### config.mk
export PLATFORM = sky130hd
export DESIGN_NAME = playback_ctrl
export DESIGN_NICKNAME = d
export VERILOG_FILES = /design/src/rtl/playback_pkg.sv /design/src/rtl/track_cursor.sv /design/src/rtl/playback_ctrl.sv
export SDC_FILE = /design/constraint.sdc
export NUM_CORES = 1
export LEC_CHECK = 0
export CORE_ASPECT_RATIO = 1.1
export CORE_MARGIN = 3
export CORE_UTILIZATION = 56
export CTS_CLUSTER_SIZE = 16
export DETAILED_ROUTE_END_ITERATION = 8
export PLACE_DENSITY = 0.88
export REMOVE_ABC_BUFFERS = 1
export SKIP_CTS_REPAIR_TIMING = 1
export SLEW_MARGIN = 20
export SYNTH_ARGS = -nofsm -noshare
export SYNTH_HDL_FRONTEND = slang
export SYNTH_HIERARCHICAL = 1
export SYNTH_SLANG_ARGS = --single-unit
### constraint.sdc
create_clock -name Clk -period 5.8 [get_ports Clk]
set_input_delay 0.58 -clock Clk [delete_from_list [all_inputs] [get_ports Clk]]
set_output_delay 0.58 -clock Clk [all_outputs]
set_load 0.01 [all_outputs]
### src/rtl/playback_pkg.sv
// rtl/playback_pkg.sv - shared state encoding and width helpers for the playback controller
package playback_pkg;

    typedef enum logic [2:0] {HALTED, PLAY, PAUSE, DONE} pb_state_t;

    function automatic int pb_clog2(input int n);
        int r;
        r = 0;
        while ((1 << r) < n) r++;
        return r;
    endfunction

    // Field widths never collapse to zero bits, so a single track still has a 1-bit index.
    function automatic int pb_width(input int n);
        return (pb_clog2(n) < 1) ? 1 : pb_clog2(n);
    endfunction

endpackage

### src/rtl/track_cursor.sv
// rtl/track_cursor.sv - track index / in-track offset cursor with skip and wrap handling
module track_cursor
    import playback_pkg::*;
#(
    parameter int NUM_TRACKS         = 4,
    parameter int TRACK_WORDS        = 65536,
    parameter int PREV_RESTART_WORDS = 16384,
    parameter int TRK_W              = pb_width(NUM_TRACKS),
    parameter int OFS_W              = pb_width(TRACK_WORDS)
) (
    input  logic                   Clk,
    input  logic                   Reset,
    input  logic                   advance,
    input  logic                   restart,
    input  logic                   next,
    input  logic                   prev,
    input  logic                   wrap,
    output logic [TRK_W+OFS_W-1:0] addr,
    output logic [TRK_W-1:0]       track_idx,
    output logic                   at_end,
    output logic                   at_last,
    output logic                   past_restart
);

    logic [OFS_W-1:0] offset;
    logic [TRK_W-1:0] trk_inc;
    logic [TRK_W-1:0] trk_dec;

    assign addr         = {track_idx, offset};
    assign at_end       = (offset == OFS_W'(TRACK_WORDS - 1));
    assign at_last      = (track_idx == TRK_W'(NUM_TRACKS - 1));
    assign past_restart = (32'(offset) >= 32'(PREV_RESTART_WORDS));
    assign trk_inc      = at_last ? '0 : track_idx + 1'b1;
    assign trk_dec      = (track_idx == '0) ? TRK_W'(NUM_TRACKS - 1) : track_idx - 1'b1;

    always_ff @(posedge Clk) begin
        if (Reset || restart) begin
            track_idx <= '0;
            offset    <= '0;
        end else if (next) begin
            track_idx <= trk_inc;
            offset    <= '0;
        end else if (prev) begin
            if (!past_restart)
                track_idx <= trk_dec;
            offset <= '0;
        end else if (advance) begin
            offset <= at_end ? '0 : offset + 1'b1;
            // Last track without wrap keeps its index; the FSM moves to DONE instead.
            if (at_end && (!at_last || wrap))
                track_idx <= trk_inc;
        end
    end

endmodule

### src/rtl/playback_ctrl.sv
// rtl/playback_ctrl.sv - load/play FSM issuing one sample read per codec tick over a multi-track cursor
module playback_ctrl
    import playback_pkg::*;
#(
    parameter int NUM_TRACKS         = 4,
    parameter int TRACK_WORDS        = 65536,
    parameter int AUTO_PLAY          = 1,
    parameter int PREV_RESTART_WORDS = 16384,
    localparam int TRK_W             = pb_width(NUM_TRACKS),
    localparam int ADDR_W            = TRK_W + pb_width(TRACK_WORDS)
) (
    input  logic              Clk,
    input  logic              Reset,
    input  logic              RAM_INIT_DONE,
    input  logic              play_pause,
    input  logic              next_trk,
    input  logic              prev_trk,
    input  logic              loop_en,
    input  logic              sample_tick,
    output logic              LOAD_MEM,
    output logic              PLAY,
    output logic [ADDR_W-1:0] sample_addr,
    output logic              sample_rd,
    output logic [TRK_W-1:0]  track_idx,
    output logic              done
);

    pb_state_t         state, state_nx;
    logic              adv, restart, nxt, prv, rd_nx;
    logic              at_end, at_last, past_restart;
    logic [ADDR_W-1:0] cur_addr;

    track_cursor #(
        .NUM_TRACKS        (NUM_TRACKS),
        .TRACK_WORDS       (TRACK_WORDS),
        .PREV_RESTART_WORDS(PREV_RESTART_WORDS)
    ) u_cursor (
        .Clk         (Clk),
        .Reset       (Reset),
        .advance     (adv),
        .restart     (restart),
        .next        (nxt),
        .prev        (prv),
        .wrap        (loop_en),
        .addr        (cur_addr),
        .track_idx   (track_idx),
        .at_end      (at_end),
        .at_last     (at_last),
        .past_restart(past_restart)
    );

    always_ff @(posedge Clk) begin
        if (Reset) begin
            state       <= HALTED;
            LOAD_MEM    <= 1'b1;
            PLAY        <= 1'b0;
            done        <= 1'b0;
            sample_rd   <= 1'b0;
            sample_addr <= '0;
        end else begin
            state     <= state_nx;
            LOAD_MEM  <= (state_nx == HALTED);
            PLAY      <= (state_nx == playback_pkg::PLAY);
            done      <= (state_nx == DONE);
            sample_rd <= rd_nx;
            if (rd_nx)
                sample_addr <= cur_addr;
        end
    end

    // Buttons are mutually exclusive by priority; any button swallows a coincident tick.
    always_comb begin
        state_nx = state;
        adv      = 1'b0;
        restart  = 1'b0;
        nxt      = 1'b0;
        prv      = 1'b0;
        rd_nx    = 1'b0;
        case (state)
            HALTED: begin
                if (RAM_INIT_DONE)
                    state_nx = (AUTO_PLAY != 0) ? playback_pkg::PLAY : PAUSE;
            end
            default: begin
                if (next_trk) begin
                    nxt = 1'b1;
                    if (state == DONE) state_nx = PAUSE;
                end else if (prev_trk) begin
                    prv = 1'b1;
                    if (state == DONE) state_nx = PAUSE;
                end else if (play_pause) begin
                    if (state == playback_pkg::PLAY) begin
                        state_nx = PAUSE;
                    end else begin
                        state_nx = playback_pkg::PLAY;
                        restart  = (state == DONE);
                    end
                end else if (sample_tick && state == playback_pkg::PLAY) begin
                    adv   = 1'b1;
                    rd_nx = 1'b1;
                    if (at_end && at_last && !loop_en)
                        state_nx = DONE;
                end
            end
        endcase
    end

endmodule

==> impl_metrics.py, run 1 <==
metrics = {
    "yosys": {
        "yosysSeqAreaShare_pct": 44.7,
        "synth_seq_cells": 43,
        "synth_edf_count": 0,
        "yosysUniqueCellTypes": 45,
        "synth_cells": 212,
        "synth_warnings": 6,
        "async_flop_share_pct": 0,
        "syn_area_sq_um": 1930,
        "avgSynthCellArea_sq_um": 9.08,
        "synth_flop_cell": "dfxtp_1",
    },
    "floorplanning": {
        "dieWidth_um": 61.9,
        "core_sq_um": 3180,
        "start_util_pct": 60.6,
        "die_area_sq_um": 4180,
        "num_rows": 21,
        "io_pins": 32,
        "fp.dieH_um": 67.5,
    },
    "worst_hold_path": {
        "hold_depth": 2,
        "min_from": "sample_addr[4]",
        "hold_path_end": "sample_addr[4]",
        "hp-class": "register to register",
    },
    "power_and_ir_drop": {
        "peakVddDrop_v": 0.000175,
        "power_density_nw_per_um2": 228,
        "intPower_mw": 0.409,
        "p_sw_mw": 0.122,
        "clockPowerShare_pct": 35.3,
        "p_sw_share_pct": 22.9,
        "combPwrFrac_pct": 7.6,
        "leakage_nw": 0.959,
        "power_mw": 0.531,
        "seq_power_share_pct": 57.1,
    },
    "grt": {
        "grt_max_degree": 24,
        "track_usage_pct": 20.2,
        "grt.overflow.total": 0,
        "grt_pass1_vias": 1419,
        "antenna_found_initial": 0,
        "grt_pass1_wl_mm": 6.22,
    },
    "setup_path": {
        "arrival_ns": 3.62,
        "crit_fanout": 20,
        "r2r_cells": 8,
        "reg2reg_from": "state[2]",
        "reg2reg_slack_ns": 2.67,
        "r2r-end": "u_cursor/offset[9]",
        "required_ns": 6.03,
        "crit_type": "primary input to register",
        "end_kind": "register",
        "cp-start-kind": "primary input",
    },
    "drt": {
        "routed_via_density": 5.40,
        "drtIter0Drc": 76,
        "wl_per_cell_um": 12.7,
        "drc": 0,
        "wirelength_mm": 3.65,
        "vias": 1551,
        "ant_nets": 0,
        "dr.pass1.iters": 4,
    },
    "place": {
        "dp_slack_ns": 2.05,
        "routabilityCongestion": 0.823,
        "io_buffers": 31,
        "place_inst": 279,
        "hpwl_mm": 2.55,
    },
    "sta": {
        "slew_headroom_pct": 41.9,
        "setup_violations": 0,
        "finClkSkew_ns": 0.00580,
        "timing.setup.tns_ns": 0,
        "final.period_utilization_pct": 58.4,
        "fmax_mhz": 295,
        "max_slew.worst_pin.slew_ns": 0.869,
        "grt_setup_unrepaired": "false",
        "min_period_ns": 3.39,
        "drv_slew": 0,
        "timing.final.ws_setup_ns": 2.41,
        "hold_viol_final": 0,
    },
    "final_layout": {
        "nNetsFinal": 251,
        "area_growth_pct": 20.8,
        "antenna_cells": 0,
        "final_cells": 287,
        "drive_gt1_share_pct": 7.88,
        "fill_cells": 242,
    },
    "clock_network": {
        "clkLatencyLatePin_ns": 0.36,
        "max-clock-path-buffers": 2,
        "root_buffer": "clkbuf_4",
        "clk_pin_slew_worst_paths_ns": 0.12,
        "h-tree-depth": 2,
        "cts_tree": "built",
        "clock_sinks": 43,
        "numCtsBuffers": 5,
    },
    "run_status": {
        "status": "completed",
    },
    "flow_run": {
        "maxCapViolations": 0,
    },
}
[routing by layer]
metal	global-route usage [%]	up-vias	share of wire [%]	wire length, um
met5	0	-	0	0
met4	10.9	0	2.4	89
met3	4.02	8	4.5	164
met2	31.5	36	47	1700
met1	25.7	707	46	1690
li1	-	800	-	-
[power by group through the flow]
stage | Combinational [mW] | Clock, mW | Sequential (mW)
floorplan | 0.0205 | 0 | 0.311
global placement | 0.0399 | 0 | 0.310
detailed placement | 0.0403 | 0 | 0.310
CTS | 0.0408 | 0.193 | 0.303
global route | 0.0448 | 0.206 | 0.304
finish | 0.0405 | 0.187 | 0.303
[layout by cell type (no fill, tap or decap), drive strengths merged, types with 2 or more instances in the layout]
cell type	n
xnor2	4
or4	3
o21ai	8
nand3	4
nand2	8
and3	2
or2	4
nor2	35
and4	2
nand2b	2
o31ai	2
ha	3
nor3b	3
nand4	5
xor2	5
nor3	4
dfxtp	43
clkbuf	5
or3	6
mux2i	18
clkinv	2
nor4	4
inv	11
a21oi	10
clkdlybuf4s50	31
[cell families after synthesis]
kind of cell             Yosys count  synth area share, %
flip-flops                        43                 44.7
AND/OR/NAND/NOR                   87                 24.9
buffers and inverters             22                 5.07
AO/OA/AOI/OAI                     29                 9.36
XOR/XNOR                           9                 4.09
adder cells (fa/ha/maj)            3                 1.95
multiplexers                      19                 9.94
[critical path, stage by stage]
cell	delay, ns
clkdlybuf4s50_1	0.48
nor4_2	0.28
nand4b_1	0.12
buf_4	0.26
inv_1	0.18
nand4_1	0.28
or4_1	0.57
o21bai_1	0.72
nor2_1	0.14
[how the worst max path moves through the flow]
stage / from / end / slack, ns / cells past startpoint
5_1_grt: prev_trk / u_cursor/offset[9] / 2.18 / 9
4_1_cts: prev_trk / u_cursor/offset[9] / 2.44 / 9
3_5_place_dp: prev_trk / u_cursor/offset[9] / 2.05 / 9
2_1_floorplan: prev_trk / u_cursor/offset[0] / 2.27 / 7
3_3_place_gp: prev_trk / u_cursor/offset[3] / 2.19 / 9
6_report: prev_trk / u_cursor/offset[9] / 2.41 / 9
[synth_stat cells, types with 2 or more instances]
| cell type | instances | area share, % |
|---|---|---|
| a21oi_1 | 10 | 2.6 |
| and3_1 | 2 | 0.65 |
| and4_1 | 2 | 0.91 |
| buf_2 | 6 | 1.6 |
| buf_4 | 2 | 0.78 |
| clkbuf_1 | 3 | 0.58 |
| dfxtp_1 | 43 | 45 |
| ha_1 | 3 | 1.9 |
| inv_1 | 11 | 2.1 |
| mux2i_1 | 18 | 9.4 |
| nand2_1 | 8 | 1.6 |
| nand2b_1 | 2 | 0.65 |
| nand3_1 | 4 | 1.0 |
| nand4_1 | 4 | 1.3 |
| nor2_1 | 35 | 6.8 |
| nor3_1 | 3 | 0.78 |
| nor3b_1 | 2 | 0.78 |
| nor4_1 | 2 | 0.65 |
| nor4_2 | 2 | 1.3 |
| o21ai_0 | 7 | 1.8 |
| o31ai_1 | 2 | 0.78 |
| or2_2 | 4 | 1.3 |
| or3_1 | 6 | 1.9 |
| or4_1 | 3 | 1.2 |
| xnor2_1 | 4 | 1.8 |
| xor2_1 | 5 | 2.3 |
[state kept, by name, indices dropped and copies added, names as in the netlist]
signal	count
state	3
LOAD_MEM	1
sample_rd	1
u_cursor/track_idx	2
u_cursor/offset	16
PLAY	1
done	1
sample_addr	18
[per-stage QoR]
| step | utilization [%] | area (sq um) | hold WS, ns |
|---|---|---|---|
| after global routing | 73.2 | 2330 | 0.548 |
| after CTS | 73.2 | 2330 | 0.517 |
| final | 73.2 | 2330 | 0.511 |
| after global placement | 70.6 | 2240 | 0.479 |
| after floorplan | - | 1870 | 0.472 |
| after detailed placement | 70.6 | 2240 | 0.488 |
[final cells by class]
type	instances	area (sq um)	area share [%]
Clock buffer	5	37.5	1.61
Clock inverter	3	43.8	1.88
Inverter	11	41.3	1.78
Multi-Input combinational cell	147	967	41.6
Sequential cell	43	861	37.0
Tap cell	46	57.6	2.47
Timing Repair Buffer	32	318	13.7
No activity file was read; power rests on OpenSTA's default activity.
==> inputs of run 2 (changes only) <==
CORE_UTILIZATION = 47   (was 56)
PLACE_DENSITY = 0.8   (was 0.88)
clock period = 2.76 ns   (was 5.8 ns; I/O delays follow)
==> run 2 against run 1 <==
  * Non-clock buffer count up 6
  * Clock skew down 0.0015 ns
  * Worst hold slack worse by 0.012 ns
  * Clock power up 110%
  * Highest routed layer unchanged
  * Flip-flop and latch count unchanged
  * Largest power group unchanged
  * Global-route usage down 2.7 points
  * Sequential share of layout area down 0.84 points
  * Die area up 17%
  * Cell count up 3.5%
  * Count of clock-buffer cells in the layout up 1
==> impl_metrics.py, run 2 (synthesis gave the netlist of run 1 again) <==
metrics = {
    "floorplanning": {
        "dieWidth_um": 67.0,
        "die_area_sq_um": 4900,
        "num_rows": 23,
        "start_util_pct": 50.7,
        "fp.dieH_um": 73.1,
        "io_pins": 32,
        "core_sq_um": 3800,
    },
    "sta": {
        "setup_violations": 0,
        "min_period_ns": 2.31,
        "fmax_mhz": 433,
        "drv_slew": 0,
        "final.period_utilization_pct": 83.6,
        "finClkSkew_ns": 0.00432,
        "hold_viol_final": 0,
        "slew_headroom_pct": 63.8,
        "timing.setup.tns_ns": 0,
        "grt_setup_unrepaired": "false",
        "max_slew.worst_pin.slew_ns": 0.530,
    },
    "drt": {
        "dr.pass1.iters": 4,
        "drc": 0,
        "wirelength_mm": 3.79,
        "drtIter0Drc": 85,
        "wl_per_cell_um": 12.8,
        "routed_via_density": 5.24,
        "vias": 1556,
        "ant_nets": 0,
    },
    "run_status": {
        "status": "completed",
    },
    "clock_network": {
        "clkLatencyLatePin_ns": 0.29,
        "clock_sinks": 43,
        "root_buffer": "clkbuf_8",
        "clk_pin_slew_worst_paths_ns": 0.08,
        "max-clock-path-buffers": 2,
        "h-tree-depth": 2,
        "cts_tree": "built",
        "numCtsBuffers": 5,
    },
    "setup_path": {
        "crit_type": "primary input to register",
        "end_kind": "register",
        "cpMaxStageDelayCell": "or4_1",
        "cp-start-kind": "primary input",
        "crit_fanout": 5,
        "path_buf_inv": 2,
        "path_cells": "clkdlybuf4s50_1 > nor4_2 > nand4b_1 > inv_1 > nand4_1 > or4_1 > or3_1 > a21oi_1",
        "required_ns": 2.99,
        "cp_top_family": "simple AND/OR/NAND/NOR gates",
        "cpPeakStageDelay_ns": 0.53,
        "arrival_ns": 2.53,
    },
    "final_layout": {
        "regMostFlops": "sample_addr",
        "design_area_sq_um": 2380,
        "fill_cells": 331,
        "antenna_cells": 0,
        "final_cells": 297,
        "largest_register_ffs": 18,
        "final_cell_mix": "dfxtp_1 (43), nor2_1 (35), clkdlybuf4s50_1 (31), mux2i_1 (18), inv_1 (11)",
        "layout_commonest_cell": "dfxtp_1",
        "drive_gt1_share_pct": 9.72,
        "nNetsFinal": 257,
        "area_growth_pct": 23.6,
        "top_regs": "sample_addr x18, u_cursor/offset x16, state x3",
    },
    "grt": {
        "grt_max_degree": 23,
        "grt.overflow.total": 0,
        "grt_pass1_wl_mm": 6.51,
        "antenna_found_initial": 0,
        "grt_pass1_vias": 1458,
        "track_usage_pct": 17.4,
    },
    "place": {
        "routabilityCongestion": 0.808,
        "hpwl_mm": 2.70,
        "place_inst": 289,
        "place_area_sq_um": 2290,
        "io_buffers": 31,
    },
    "flow_run": {
        "maxCapViolations": 0,
    },
    "power_and_ir_drop": {
        "power_density_nw_per_um2": 468,
        "peakVddDrop_v": 0.000251,
        "power_mw": 1.11,
        "leakage_nw": 0.984,
    },
    "worst_hold_path": {
        "hp-class": "register to register",
    },
}
## run 2: worst paths after layout
kind | from | to | slack (ns) | cells past startpoint
worst max-delay path | prev_trk | u_cursor/offset[14] | 0.45 | 8
worst min-delay path | sample_addr[7] | sample_addr[7] | 0.50 | 2
worst max register to register | state[1] | u_cursor/offset[14] | 0.50 | 7
worst min register to register | sample_addr[7] | sample_addr[7] | 0.50 | 2
## run 2: stage by stage
stage	hold WS (ns)	util, %	setup WS [ns]
global placement	0.475	60.4	0.279
global route	0.536	62.6	0.268
detailed placement	0.485	60.4	0.216
CTS	0.504	62.6	0.507
finish	0.499	62.6	0.452
floorplan	0.348	-	-0.609
## run 2: area by class of cell
class                   instances  area [sq um]  area share, %
clock inverters                 2          12.5          0.526
flip-flops and latches         43           861           36.2
multi-input cells             147           967           40.6
inverters                      11          41.3           1.74
repair buffers                 38           363           15.2
clock buffers                   6          72.6           3.05
well taps                      50          62.6           2.63
## run 2: per-layer routing
metal | vias to the layer above | global-route usage [%] | part of all wire [%]
met5 | - | 0 | 0
met4 | 0 | 7.43 | 1.7
met3 | 6 | 5.24 | 5.7
met2 | 43 | 27.6 | 46
met1 | 698 | 21.8 | 47
li1 | 809 | - | -
## run 2: where the power goes
| part | total [mW] | leakage [nW] | switching (mW) | internal, mW |
|---|---|---|---|---|
| combinational | 0.0924 | 0.595 | 0.0468 | 0.0456 |
| clock | 0.385 | 0.0412 | 0.208 | 0.177 |
| sequential | 0.636 | 0.347 | 0.00806 | 0.628 |
## run 2: worst min-delay path: cells and delay by family, from the launching register on
| kind | cells | cell delay, ns |
|---|---|---|
| flops | 1 | 0.33 |
| simple gates | 1 | 0.07 |
| mux | 1 | 0.07 |
==> inputs of run 3 (changes only) <==
clock period = 1.85 ns   (was 2.76 ns; I/O delays follow)
==> run 3 against run 2 <==
  * The flow now finishes with violations (setup timing)
  * Via count increased by 14%
  * Cell area is 14% higher
  * Flip-flop and latch count is the same
  * Core utilization increased by 8.6 points
  * Worst hold slack improved by 0.00063 ns
  * Clock power rose by 53%
  * Largest cell class unchanged
  * Largest power group unchanged
  * Global-route usage grew 2.7 points
==> impl_metrics.py, run 3 (synthesis gave the netlist of run 1 again) <==
metrics = {
    "run_status": {
        "status": "finished with violations",
        "violations": "setup timing",
    },
    "setup_path": {
        "reg2reg_from": "state[2]",
        "cpMaxStageDelayCell": "or4_4",
        "path_buf_inv": 1,
        "crit_type": "register to register",
        "r2r_cells": 7,
        "path_cells": "nor4_4 > nand4b_1 > inv_1 > nand4_1 > or4_4 > or3_1 > a21oi_1",
        "crit_fanout": 4,
        "cp_top_family": "simple AND/OR/NAND/NOR gates",
        "required_ns": 2.09,
        "cp-start-kind": "register",
        "r2r-end": "u_cursor/offset[12]",
        "end_kind": "register",
        "cpPeakStageDelay_ns": 0.50,
        "arrival_ns": 2.32,
        "reg2reg_slack_ns": -0.23,
    },
    "floorplanning": {
        "die_area_sq_um": 4900,
        "start_util_pct": 50.7,
        "core_sq_um": 3800,
        "num_rows": 23,
        "fp.dieH_um": 73.1,
        "dieWidth_um": 67.0,
        "io_pins": 32,
    },
    "clock_network": {
        "clk_pin_slew_worst_paths_ns": 0.08,
        "numCtsBuffers": 5,
        "clkLatencyLatePin_ns": 0.30,
        "max-clock-path-buffers": 2,
        "cts_tree": "built",
        "clock_sinks": 43,
        "root_buffer": "clkbuf_8",
        "h-tree-depth": 2,
    },
    "grt": {
        "grt_pass1_wl_mm": 7.47,
        "antenna_found_initial": 0,
        "grt.overflow.total": 0,
        "met3_usage_pct": 5.24,
        "met2_usage_pct": 33.7,
        "grt_pass1_vias": 1692,
        "busiest_layer": "met2",
        "grt_use_met1_pct": 23.8,
        "grt_max_degree": 23,
        "track_usage_pct": 20.2,
    },
    "place": {
        "routabilityCongestion": 0.798,
        "io_buffers": 31,
        "place_area_sq_um": 2500,
        "hpwl_mm": 3.11,
    },
    "final_layout": {
        "layout_commonest_cell": "dfxtp_1",
        "antenna_cells": 0,
        "multi_input_area_sq_um": 1040,
        "nNetsFinal": 289,
        "design_area_sq_um": 2710,
        "area_growth_pct": 40.6,
        "regArea_sq_um": 867,
        "largest_register_ffs": 18,
        "drive_gt1_share_pct": 27.6,
        "fill_cells": 284,
        "top_regs": "sample_addr x18, u_cursor/offset x16, state x3",
        "regMostFlops": "sample_addr",
        "final_cell_mix": "dfxtp_1 (38), buf_4 (37), clkdlybuf4s50_1 (30), nor2_1 (29), mux2i_1 (18)",
    },
    "sta": {
        "fmax_mhz": 480,
        "slew_headroom_pct": 60.8,
        "min_period_ns": 2.08,
        "setup_violations": 14,
        "finClkSkew_ns": 0.00583,
        "grt_setup_unrepaired": "true",
        "timing.final.ws_setup_ns": -0.234,
        "drv_slew": 0,
        "final.period_utilization_pct": 113,
        "max_slew.worst_pin.slew_ns": 0.586,
        "hold_viol_final": 0,
    },
    "worst_hold_path": {
        "min_from": "sample_addr[8]",
        "hold_depth": 2,
        "hp-class": "register to register",
        "hold_path_end": "sample_addr[8]",
    },
    "drt": {
        "drc": 0,
        "drtIter0Drc": 105,
        "wirelength_mm": 4.70,
        "vias": 1770,
        "wl_per_cell_um": 14.3,
        "ant_nets": 0,
        "dr.pass1.iters": 4,
        "routed_via_density": 5.38,
    },
    "power_and_ir_drop": {
        "power_density_nw_per_um2": 632,
        "power_mw": 1.71,
        "leakage_nw": 1.16,
        "peakVddDrop_v": 0.000530,
    },
    "flow_run": {
        "maxCapViolations": 0,
    },
}
## run 3: how the worst max path moves through the flow
stage / start / end / slack, ns / cells after the start
2_1_floorplan: state[2] / u_cursor/offset[0] / -1.52 / 7
3_3_place_gp: prev_trk / u_cursor/offset[0] / -0.44 / 9
3_5_place_dp: prev_trk / u_cursor/offset[0] / -0.49 / 9
4_1_cts: state[2] / u_cursor/offset[0] / -0.27 / 8
5_1_grt: state[2] / u_cursor/offset[12] / -0.34 / 7
6_report: state[2] / u_cursor/offset[12] / -0.23 / 7
## run 3: power by group
part | switching, mW | internal, mW | total [mW]
Sequential | 0.00964 | 0.937 | 0.947
Combinational | 0.0849 | 0.0909 | 0.176
Clock | 0.324 | 0.264 | 0.588
Total | 0.418 | 1.29 | 1.71
## run 3: tightest hold or removal path, stage by stage, from the launching register on
cell and delay [ns]:
dfxtp_1 0.33, mux2i_1 0.07, nor2_1 0.07
## run 3: per-layer routing
metal,part of all wire [%],wire [um],vias to the layer above
met5,0,0,-
met4,2.0,93,0
met3,5.3,249,9
met2,51,2380,45
met1,42,1970,848
li1,-,-,868
## run 3: metrics by stage
stage | cells | hold slack (ns) | setup WS, ns | setup TNS, ns | utilization (%)
global placement | 317 | 0.475 | -0.441 | -6.45 | 65.9
finish | 329 | 0.500 | -0.234 | -2.72 | 71.3
global route | 329 | 0.531 | -0.340 | -4.31 | 71.3
CTS | 325 | 0.507 | -0.272 | -3.20 | 68.2
floorplan | 201 | 0.257 | -1.52 | -25.98 | -
detailed placement | 317 | 0.488 | -0.487 | -6.94 | 65.9
## run 3: final cells by class
cell class,instances,area share (%)
clock buffer,6,2.68
clock inverter,2,0.462
tap,50,2.31
sequential,43,32.0
timing repair buffer,70,22.6
multi-input combinational,147,38.4
inverter,11,1.52
